[src/rtl/instr_encoder_pkg.sv]
// Shared encoding definitions for the instruction encoder and the main decoder:
// opcode and FSM state enums, instruction field bit positions, and the packed
// field-level request payload.
package instr_encoder_pkg;

  localparam int unsigned WORD_W    = 32;
  localparam int unsigned COND_MSB  = 31;
  localparam int unsigned OP_LSB    = 26;
  localparam int unsigned FUNCT_LSB = 20;
  localparam int unsigned RN_LSB    = 16;
  localparam int unsigned RD_LSB    = 12;
  // Branch layout: fixed '1' at bit 25, link bit at 24, offset below.
  localparam int unsigned BR_ONE_BIT  = 25;
  localparam int unsigned BR_LINK_BIT = 24;

  typedef enum logic [1:0] {
    OP_DP  = 2'b00,
    OP_MEM = 2'b01,
    OP_BR  = 2'b10,
    OP_ILL = 2'b11
  } op_e;

  typedef enum logic [1:0] {
    IDLE  = 2'd0,
    LOAD  = 2'd1,
    DRAIN = 2'd2,
    DONE  = 2'd3
  } state_e;

  typedef struct packed {
    logic [3:0]  cond;
    op_e         op;
    logic [5:0]  funct;
    logic [3:0]  rn;
    logic [3:0]  rd;
    logic [11:0] src2;
    logic [23:0] imm24;
  } instr_req_t;

endpackage

[src/rtl/instr_encoder_word_pack.sv]
// instr_word_pack: combinational field-to-word packer.
//   req_i  : field-level instruction request
//   word_c : encoded 32-bit word (zero for the illegal opcode)
module instr_word_pack
  import instr_encoder_pkg::*;
(
  input  instr_req_t        req_i,
  output logic [WORD_W-1:0] word_c
);

  // DP/MEM carry funct/rn/rd/src2; branches carry link bit and 24-bit offset.
  always_comb begin
    word_c = '0;
    if (req_i.op != OP_ILL) begin
      word_c[COND_MSB -: 4] = req_i.cond;
      word_c[OP_LSB +: 2]   = req_i.op;
      if (req_i.op == OP_BR) begin
        word_c[BR_ONE_BIT]  = 1'b1;
        word_c[BR_LINK_BIT] = req_i.funct[4];
        word_c[23:0]        = req_i.imm24;
      end else begin
        word_c[FUNCT_LSB +: 6] = req_i.funct;
        word_c[RN_LSB +: 4]    = req_i.rn;
        word_c[RD_LSB +: 4]    = req_i.rd;
        word_c[11:0]           = req_i.src2;
      end
    end
  end

endmodule

[src/rtl/instr_encoder.sv]
// instr_encoder: packs field-level instruction requests into 32-bit words and
// streams them into instruction memory during a load session.
//   start/busy/done            : session control and status
//   req_* / req_ready          : request channel (valid/ready)
//   mem_we/addr/wdata/ready    : memory write port, held stable under backpressure
//   word_count, err_*          : session results, held until the next start
//   checksum (ENCODER_CHECKSUM_EN only): XOR of every word written this session
module instr_encoder
  import instr_encoder_pkg::*;
#(
  parameter int unsigned ADDR_WIDTH = 8,
  parameter int unsigned BASE_ADDR  = 0
) (
  input  logic                  clk,
  input  logic                  reset,
  input  logic                  start,
  input  logic                  req_valid,
  output logic                  req_ready,
  input  logic                  req_last,
  input  logic [3:0]            req_cond,
  input  logic [1:0]            req_op,
  input  logic [5:0]            req_funct,
  input  logic [3:0]            req_rn,
  input  logic [3:0]            req_rd,
  input  logic [11:0]           req_src2,
  input  logic [23:0]           req_imm24,
  output logic                  mem_we,
  output logic [ADDR_WIDTH-1:0] mem_addr,
  output logic [WORD_W-1:0]     mem_wdata,
  input  logic                  mem_ready,
  output logic                  busy,
  output logic                  done,
  output logic [ADDR_WIDTH:0]   word_count,
  output logic                  err_illegal,
  output logic                  err_overflow
`ifdef ENCODER_CHECKSUM_EN
  ,
  output logic [WORD_W-1:0]     checksum
`endif
);

  localparam int unsigned CNT_W = ADDR_WIDTH + 1;
  localparam logic [ADDR_WIDTH-1:0] ADDR_BASE = ADDR_WIDTH'(BASE_ADDR);
  localparam logic [ADDR_WIDTH-1:0] ADDR_MAX  = '1;

  state_e                state_q, state_d;
  logic                  mem_we_q, mem_we_d;
  logic [ADDR_WIDTH-1:0] mem_addr_q, mem_addr_d;
  logic [WORD_W-1:0]     mem_wdata_q, mem_wdata_d;
  logic [CNT_W-1:0]      word_count_q, word_count_d;
  logic                  err_illegal_q, err_illegal_d;
  logic                  err_overflow_q, err_overflow_d;
  logic                  done_q, done_d;
  logic                  busy_q, busy_d;
`ifdef ENCODER_CHECKSUM_EN
  logic [WORD_W-1:0]     checksum_q, checksum_d;
`endif

  instr_req_t        req_s;
  logic [WORD_W-1:0] word_c;
  logic              wr_done_c, at_max_c, accept_c;

  assign req_s = {req_cond, op_e'(req_op), req_funct, req_rn, req_rd, req_src2, req_imm24};

  instr_word_pack u_pack (
    .req_i  (req_s),
    .word_c (word_c)
  );

  assign wr_done_c = mem_we_q && mem_ready;
  assign at_max_c  = (mem_addr_q == ADDR_MAX);
  // A write completing at the top address ends the session, so no new
  // request may be taken in that cycle.
  assign req_ready = (state_q == LOAD) && (!mem_we_q || (mem_ready && !at_max_c));
  assign accept_c  = req_valid && req_ready;

  // Next-state, handshake and session bookkeeping.
  always_comb begin
    state_d        = state_q;
    mem_we_d       = mem_we_q;
    mem_addr_d     = mem_addr_q;
    mem_wdata_d    = mem_wdata_q;
    word_count_d   = word_count_q;
    err_illegal_d  = err_illegal_q;
    err_overflow_d = err_overflow_q;
`ifdef ENCODER_CHECKSUM_EN
    checksum_d     = checksum_q;
`endif

    if (wr_done_c) begin
      mem_we_d     = 1'b0;
      word_count_d = word_count_q + CNT_W'(1);
`ifdef ENCODER_CHECKSUM_EN
      checksum_d   = checksum_q ^ mem_wdata_q;
`endif
      if (at_max_c) begin
        err_overflow_d = 1'b1;
      end else begin
        mem_addr_d = mem_addr_q + ADDR_WIDTH'(1);
      end
    end

    case (state_q)
      IDLE: begin
        if (start) begin
          state_d        = LOAD;
          mem_addr_d     = ADDR_BASE;
          word_count_d   = '0;
          err_illegal_d  = 1'b0;
          err_overflow_d = 1'b0;
`ifdef ENCODER_CHECKSUM_EN
          checksum_d     = '0;
`endif
        end
      end
      LOAD: begin
        if (wr_done_c && at_max_c) begin
          state_d = DONE;
        end else if (accept_c) begin
          if (req_s.op == OP_ILL) begin
            err_illegal_d = 1'b1;
          end else begin
            mem_we_d    = 1'b1;
            mem_wdata_d = word_c;
          end
          if (req_last) begin
            state_d = DRAIN;
          end
        end
      end
      DRAIN: begin
        if (!mem_we_q || wr_done_c) begin
          state_d = DONE;
        end
      end
      DONE: begin
        state_d = IDLE;
      end
      default: begin
        state_d = IDLE;
      end
    endcase

    done_d = (state_d == DONE);
    busy_d = (state_d != IDLE);
  end

  // State and output registers; reset drops any pending write.
  always_ff @(posedge clk or negedge reset) begin
    if (!reset) begin
      state_q        <= IDLE;
      mem_we_q       <= 1'b0;
      mem_addr_q     <= ADDR_BASE;
      mem_wdata_q    <= '0;
      word_count_q   <= '0;
      err_illegal_q  <= 1'b0;
      err_overflow_q <= 1'b0;
      done_q         <= 1'b0;
      busy_q         <= 1'b0;
`ifdef ENCODER_CHECKSUM_EN
      checksum_q     <= '0;
`endif
    end else begin
      state_q        <= state_d;
      mem_we_q       <= mem_we_d;
      mem_addr_q     <= mem_addr_d;
      mem_wdata_q    <= mem_wdata_d;
      word_count_q   <= word_count_d;
      err_illegal_q  <= err_illegal_d;
      err_overflow_q <= err_overflow_d;
      done_q         <= done_d;
      busy_q         <= busy_d;
`ifdef ENCODER_CHECKSUM_EN
      checksum_q     <= checksum_d;
`endif
    end
  end

  assign mem_we       = mem_we_q;
  assign mem_addr     = mem_addr_q;
  assign mem_wdata    = mem_wdata_q;
  assign word_count   = word_count_q;
  assign err_illegal  = err_illegal_q;
  assign err_overflow = err_overflow_q;
  assign done         = done_q;
  assign busy         = busy_q;
`ifdef ENCODER_CHECKSUM_EN
  assign checksum     = checksum_q;
`endif

endmodule

[config.mk]
export PLATFORM = sky130hd
export DESIGN_NAME = instr_encoder
export DESIGN_NICKNAME = d
export VERILOG_FILES = /design/src/rtl/instr_encoder_pkg.sv /design/src/rtl/instr_encoder_word_pack.sv /design/src/rtl/instr_encoder.sv
export SDC_FILE = /design/constraint.sdc
export NUM_CORES = 1
export LEC_CHECK = 0
export ABC_AREA = 1
export CAP_MARGIN = 20
export CORE_MARGIN = 2
export CORE_UTILIZATION = 46
export CTS_CLUSTER_DIAMETER = 100
export CTS_CLUSTER_SIZE = 10
export DETAILED_ROUTE_END_ITERATION = 7
export GPL_ROUTABILITY_DRIVEN = 0
export HOLD_SLACK_MARGIN = 0.06
export PLACE_DENSITY = 0.81
export RECOVER_POWER = 50
export SYNTH_ARGS = -nofsm -noshare
export SYNTH_HDL_FRONTEND = slang
export SYNTH_SLANG_ARGS = --single-unit
[constraint.sdc]
create_clock -name clk -period 2.7 [get_ports clk]
set_input_delay 0.54 -clock clk [delete_from_list [all_inputs] [get_ports clk]]
set_output_delay 0.54 -clock clk [all_outputs]
set_load 0.1 [all_outputs]
==> summary.md <==
| Metric | Value |
|---|---|
| Synthesized instance count | 326 |
| Placed cell area | 0.00388 sq mm |
| Mux cell area share after synthesis | 0 |
| CP Launch Type | primary input |
| Vias | 2587 |
| Maximum vdd ir drop | 922 uV |
| Layout Skew | 9.55 ps |
| Grt ovf | 0 |
| Clock-pin slew on the worst setup and hold paths | 90 ps |
| CP Capture Point | req_ready |
| Detailed placement HPWL | 5120 um |
| Flop pwr share | 0.253 |
| Max Slew Vio Count | 0 |
| Die area | 0.00672 sq mm |
| Mapped Nets | 390 |
| Largest family of logic cells by synthesized area | simple AND/OR/NAND/NOR gates |
| H-tree Lvls | 2 |
| Syn_area_per_cell | 8.58 sq um |
| Num Clock Sinks | 56 |
| Vias in the first global route | 2474 |
| Final Critical Period | 2380 ps |
| Via/cell ratio | 5.01 |
| Number of hold violations in the final report | 0 |
| WS Path Type | primary input to output port |
| Main area contributors after synthesis | dfrtp_1, nand3_1, nand2_1, nand3_2, inv_1 |
| Switching Share | 0.614 |
| Clock Power Share | 0.112 |
| Core Region | 0.00589 sq mm |
| CP max FO | 3 |
| Nets@finish | 504 |
| Xor/xnor share of the synthesized area | 0.00313 |
| Top Ports | 117 |
| Post-synth top area share | 0.501 |
| Antenna Cells | 0 |
| Die Wd | 82.0 um |
| Final period util | 0.883 |
| Max-cap viol count | 0 |
| Iteration-0 DRC Markers | 111 |
| CTS tree | built |
| Initial antenna violation count | 0 |
| Cell Pwr Density | 1360 mW/mm^2 |
| Hold buffer count at cts | 0 |
| FFs w/ async S/R, synth | 1.00 |
| Max Root-Sink Buffers | 2 |
| Residual DRC | 0 |
| Synth Area in Adders | 0.00894 |
| TritonCTS Buffers | 5 |
| Fin area | 0.00391 sq mm |
| Wirelength per Cell | 13.6 um |
| Layout cells sized above 1 | 0.170 |
| Synthesized area | 0.00280 sq mm |
| FF-to-FF Start | mem_addr[0]$_DFF_PN0_ |
| Internal power | 0.00205 W |
| CP Launch Point | mem_ready |
| RSZ-0062 raised after global routing | no |
| FF-to-FF path depth | 9 |
| Worst slew pin tran | 1390 ps |
| Port Buffers | 116 |
| Initial DRT Pass Iterations | 4 |
| Placed insts | 508 |
| Yosys Warn Count | 0 |
| Tot GR Track Use | 0.213 |
| Post-Route WL | 7000 um |
| Logic gate share of total power | 0.635 |
| Max incr delay on CP | 600 ps |
| Setup violators final | 0 |
| HP Class | flop to flop |
| Row cnt | 28 |
| Die H | 82.0 um |
| Fmax | 0.420 GHz |
| CP max stage cell | dlygate4sd3_1 |
| Sequential share of the synthesized area | 0.501 |
| Post-synthesis simple-gate area fraction | 0.372 |
| Status | completed |
| Post-CTS setup buffers | 0 |
| Critical R2R Capture | mem_wdata[12]$_DFFE_PN0P_ |
| TNS Setup | 0 ps |
| EDFF count, synth | 0 |
| Finished Layout Cells | 516 |
| Post-synth top area cell | dfrtp_1 |
| Routed Antenna Nets | 0 |
| Setup crit end kind | output port |
| #FFs+latches synth | 56 |
| Clock Latency Late Sink | 300 ps |
| Slew HR | 0.0763 |
| Clock root buffer | clkbuf_8 |
| Switching power | 0.00325 W |
| Netlist cell types | 31 |
| Top FF cell, synth | dfrtp_1 |
| Lkg Pwr | 1.90 nW |
| First-pass GRT wire length | 11100 um |
| Pin count of the biggest net entering global routing | 57 |
| CP Data Arrival Time | 1840 ps |
| Flop2flop setup slack | 990 ps |
| P&R area growth vs syn | 39.8% |
| Fillcell total | 524 |
| Worst-path cell chain | dlygate4sd3_1 -> nor2_2 -> nor2_1 -> nand2_1 -> inv_1 -> buf_12 |
| CTS resizes | 0 |
| Starting Density | 0.475 |
| Compound-Gate Fraction of Synth Area | 0.0429 |
| CP required | 2160 ps |
==> metrics by stage <==
step | setup WS [ps] | util | power (W) | hold WS [ps]
2_1_floorplan | 99.7 | - | 0.00407 | 244
3_3_place_gp | 481 | 0.659 | 0.00484 | 458
3_5_place_dp | 467 | 0.659 | 0.00488 | 464
4_1_cts | 453 | 0.681 | 0.00549 | 391
5_1_grt | 226 | 0.664 | 0.00553 | 501
6_report | 316 | 0.664 | 0.00530 | 480
==> layout by cell type, fill, tap and decap left out <==
master           Yosys  routed
dfrtp_1             56      56
xor2_1               1       1
ha_1                 2       2
nand3_4              2       2
o21bai_1             1       1
nand4_1              1       1
o21ai_0              9       9
or2_2                1       1
nand2_2              3       2
buf_2                6       1
nand3_1             63      63
clkbuf_1             2      24
nand3_2             19      19
nand3b_1             1       1
buf_12               0       2
nor2_8               1       1
clkdlybuf4s50_1      0      59
a31oi_1              4       4
nand2_1             78      79
inv_1               27      27
nor2_1              22      22
dlygate4sd3_1        0       1
clkinv_1             1       1
clkbuf_2             0       1
inv_2                1       1
a21oi_1              7       7
o21a_1               1       1
buf_4                3      32
nand2_4              1       1
nor4_1               1       1
nor3_1               6       6
inv_4                1       1
nor2_2               3       3
bufinv_16            0       1
clkbuf_8             0       7
==> cell families after synthesis <==
family | after synthesis
AND/OR/NAND/NOR | 202
flip-flops | 56
buffers and inverters | 43
AO/OA/AOI/OAI | 22
adder cells (fa/ha/maj) | 2
XOR/XNOR | 1
==> worst min path at each step <==
stage                                    startpoint                   endpoint  slack, ps  cells past startpoint
after detailed placement  mem_wdata[25]$_DFFE_PN0P_  mem_wdata[25]$_DFFE_PN0P_        460                      2
final                     mem_wdata[25]$_DFFE_PN0P_  mem_wdata[25]$_DFFE_PN0P_        480                      2
after global routing      mem_wdata[28]$_DFFE_PN0P_  mem_wdata[28]$_DFFE_PN0P_        500                      2
after global placement    mem_wdata[30]$_DFFE_PN0P_  mem_wdata[30]$_DFFE_PN0P_        460                      2
after CTS                                     reset      mem_addr[6]$_DFF_PN0_        390                      2
after floorplan                               reset             busy$_DFF_PN0_        240                      0
==> worst max-delay path, delay by kind of cell <==
| family | cells | cell delay [ps] |
|---|---|---|
| buf+inv | 3 | 880 |
| simple gates | 3 | 420 |
==> flip-flops by register name (all words and copies together), names as in the netlist <==
register / cells
mem_wdata: 32
err_overflow: 1
busy: 1
mem_we: 1
word_count: 9
mem_addr: 8
err_illegal: 1
done: 1
state_q: 2
==> cell type report <==
class,count,area (sq um),share of cell area
clock buffers,7,96.3,0.0246
clock inverters,1,30.0,0.00768
inverters,30,115,0.0294
multi-input cells,227,1190,0.305
flip-flops and latches,56,1400,0.358
well taps,75,93.8,0.0240
repair buffers,120,981,0.251
==> routing by layer <==
metal | share of wire | routed length [um] | global-route usage | up-vias
met2 | 0.49 | 3410 | 0.370 | 105
li1 | - | - | - | 1290
met5 | 0 | 0 | 0 | -
met3 | 0.092 | 646 | 0.0648 | 2
met1 | 0.42 | 2910 | 0.262 | 1190
met4 | 0.0056 | 39 | 0.0450 | 0
==> Yosys cell counts (2+ instances only) <==
| library cell | count |
|---|---|
| nand2_2 | 3 |
| nand3_4 | 2 |
| nand2_1 | 78 |
| nand3_1 | 63 |
| buf_2 | 6 |
| nor2_2 | 3 |
| o21ai_0 | 9 |
| clkbuf_1 | 2 |
| nand3_2 | 19 |
| a21oi_1 | 7 |
| inv_1 | 27 |
| a31oi_1 | 4 |
| nor2_1 | 22 |
| buf_4 | 3 |
| nor3_1 | 6 |
| ha_1 | 2 |
| dfrtp_1 | 56 |
==> power by group through the flow <==
stage	registers, W	logic (W)	clock network [W]
after detailed placement	0.00135	0.00353	0
after CTS	0.00134	0.00353	0.000610
after global placement	0.00135	0.00349	0
after global routing	0.00138	0.00352	0.000635
after floorplan	0.00336	0.000710	0
final	0.00134	0.00336	0.000596
No activity file was read; power rests on OpenSTA's default activity.
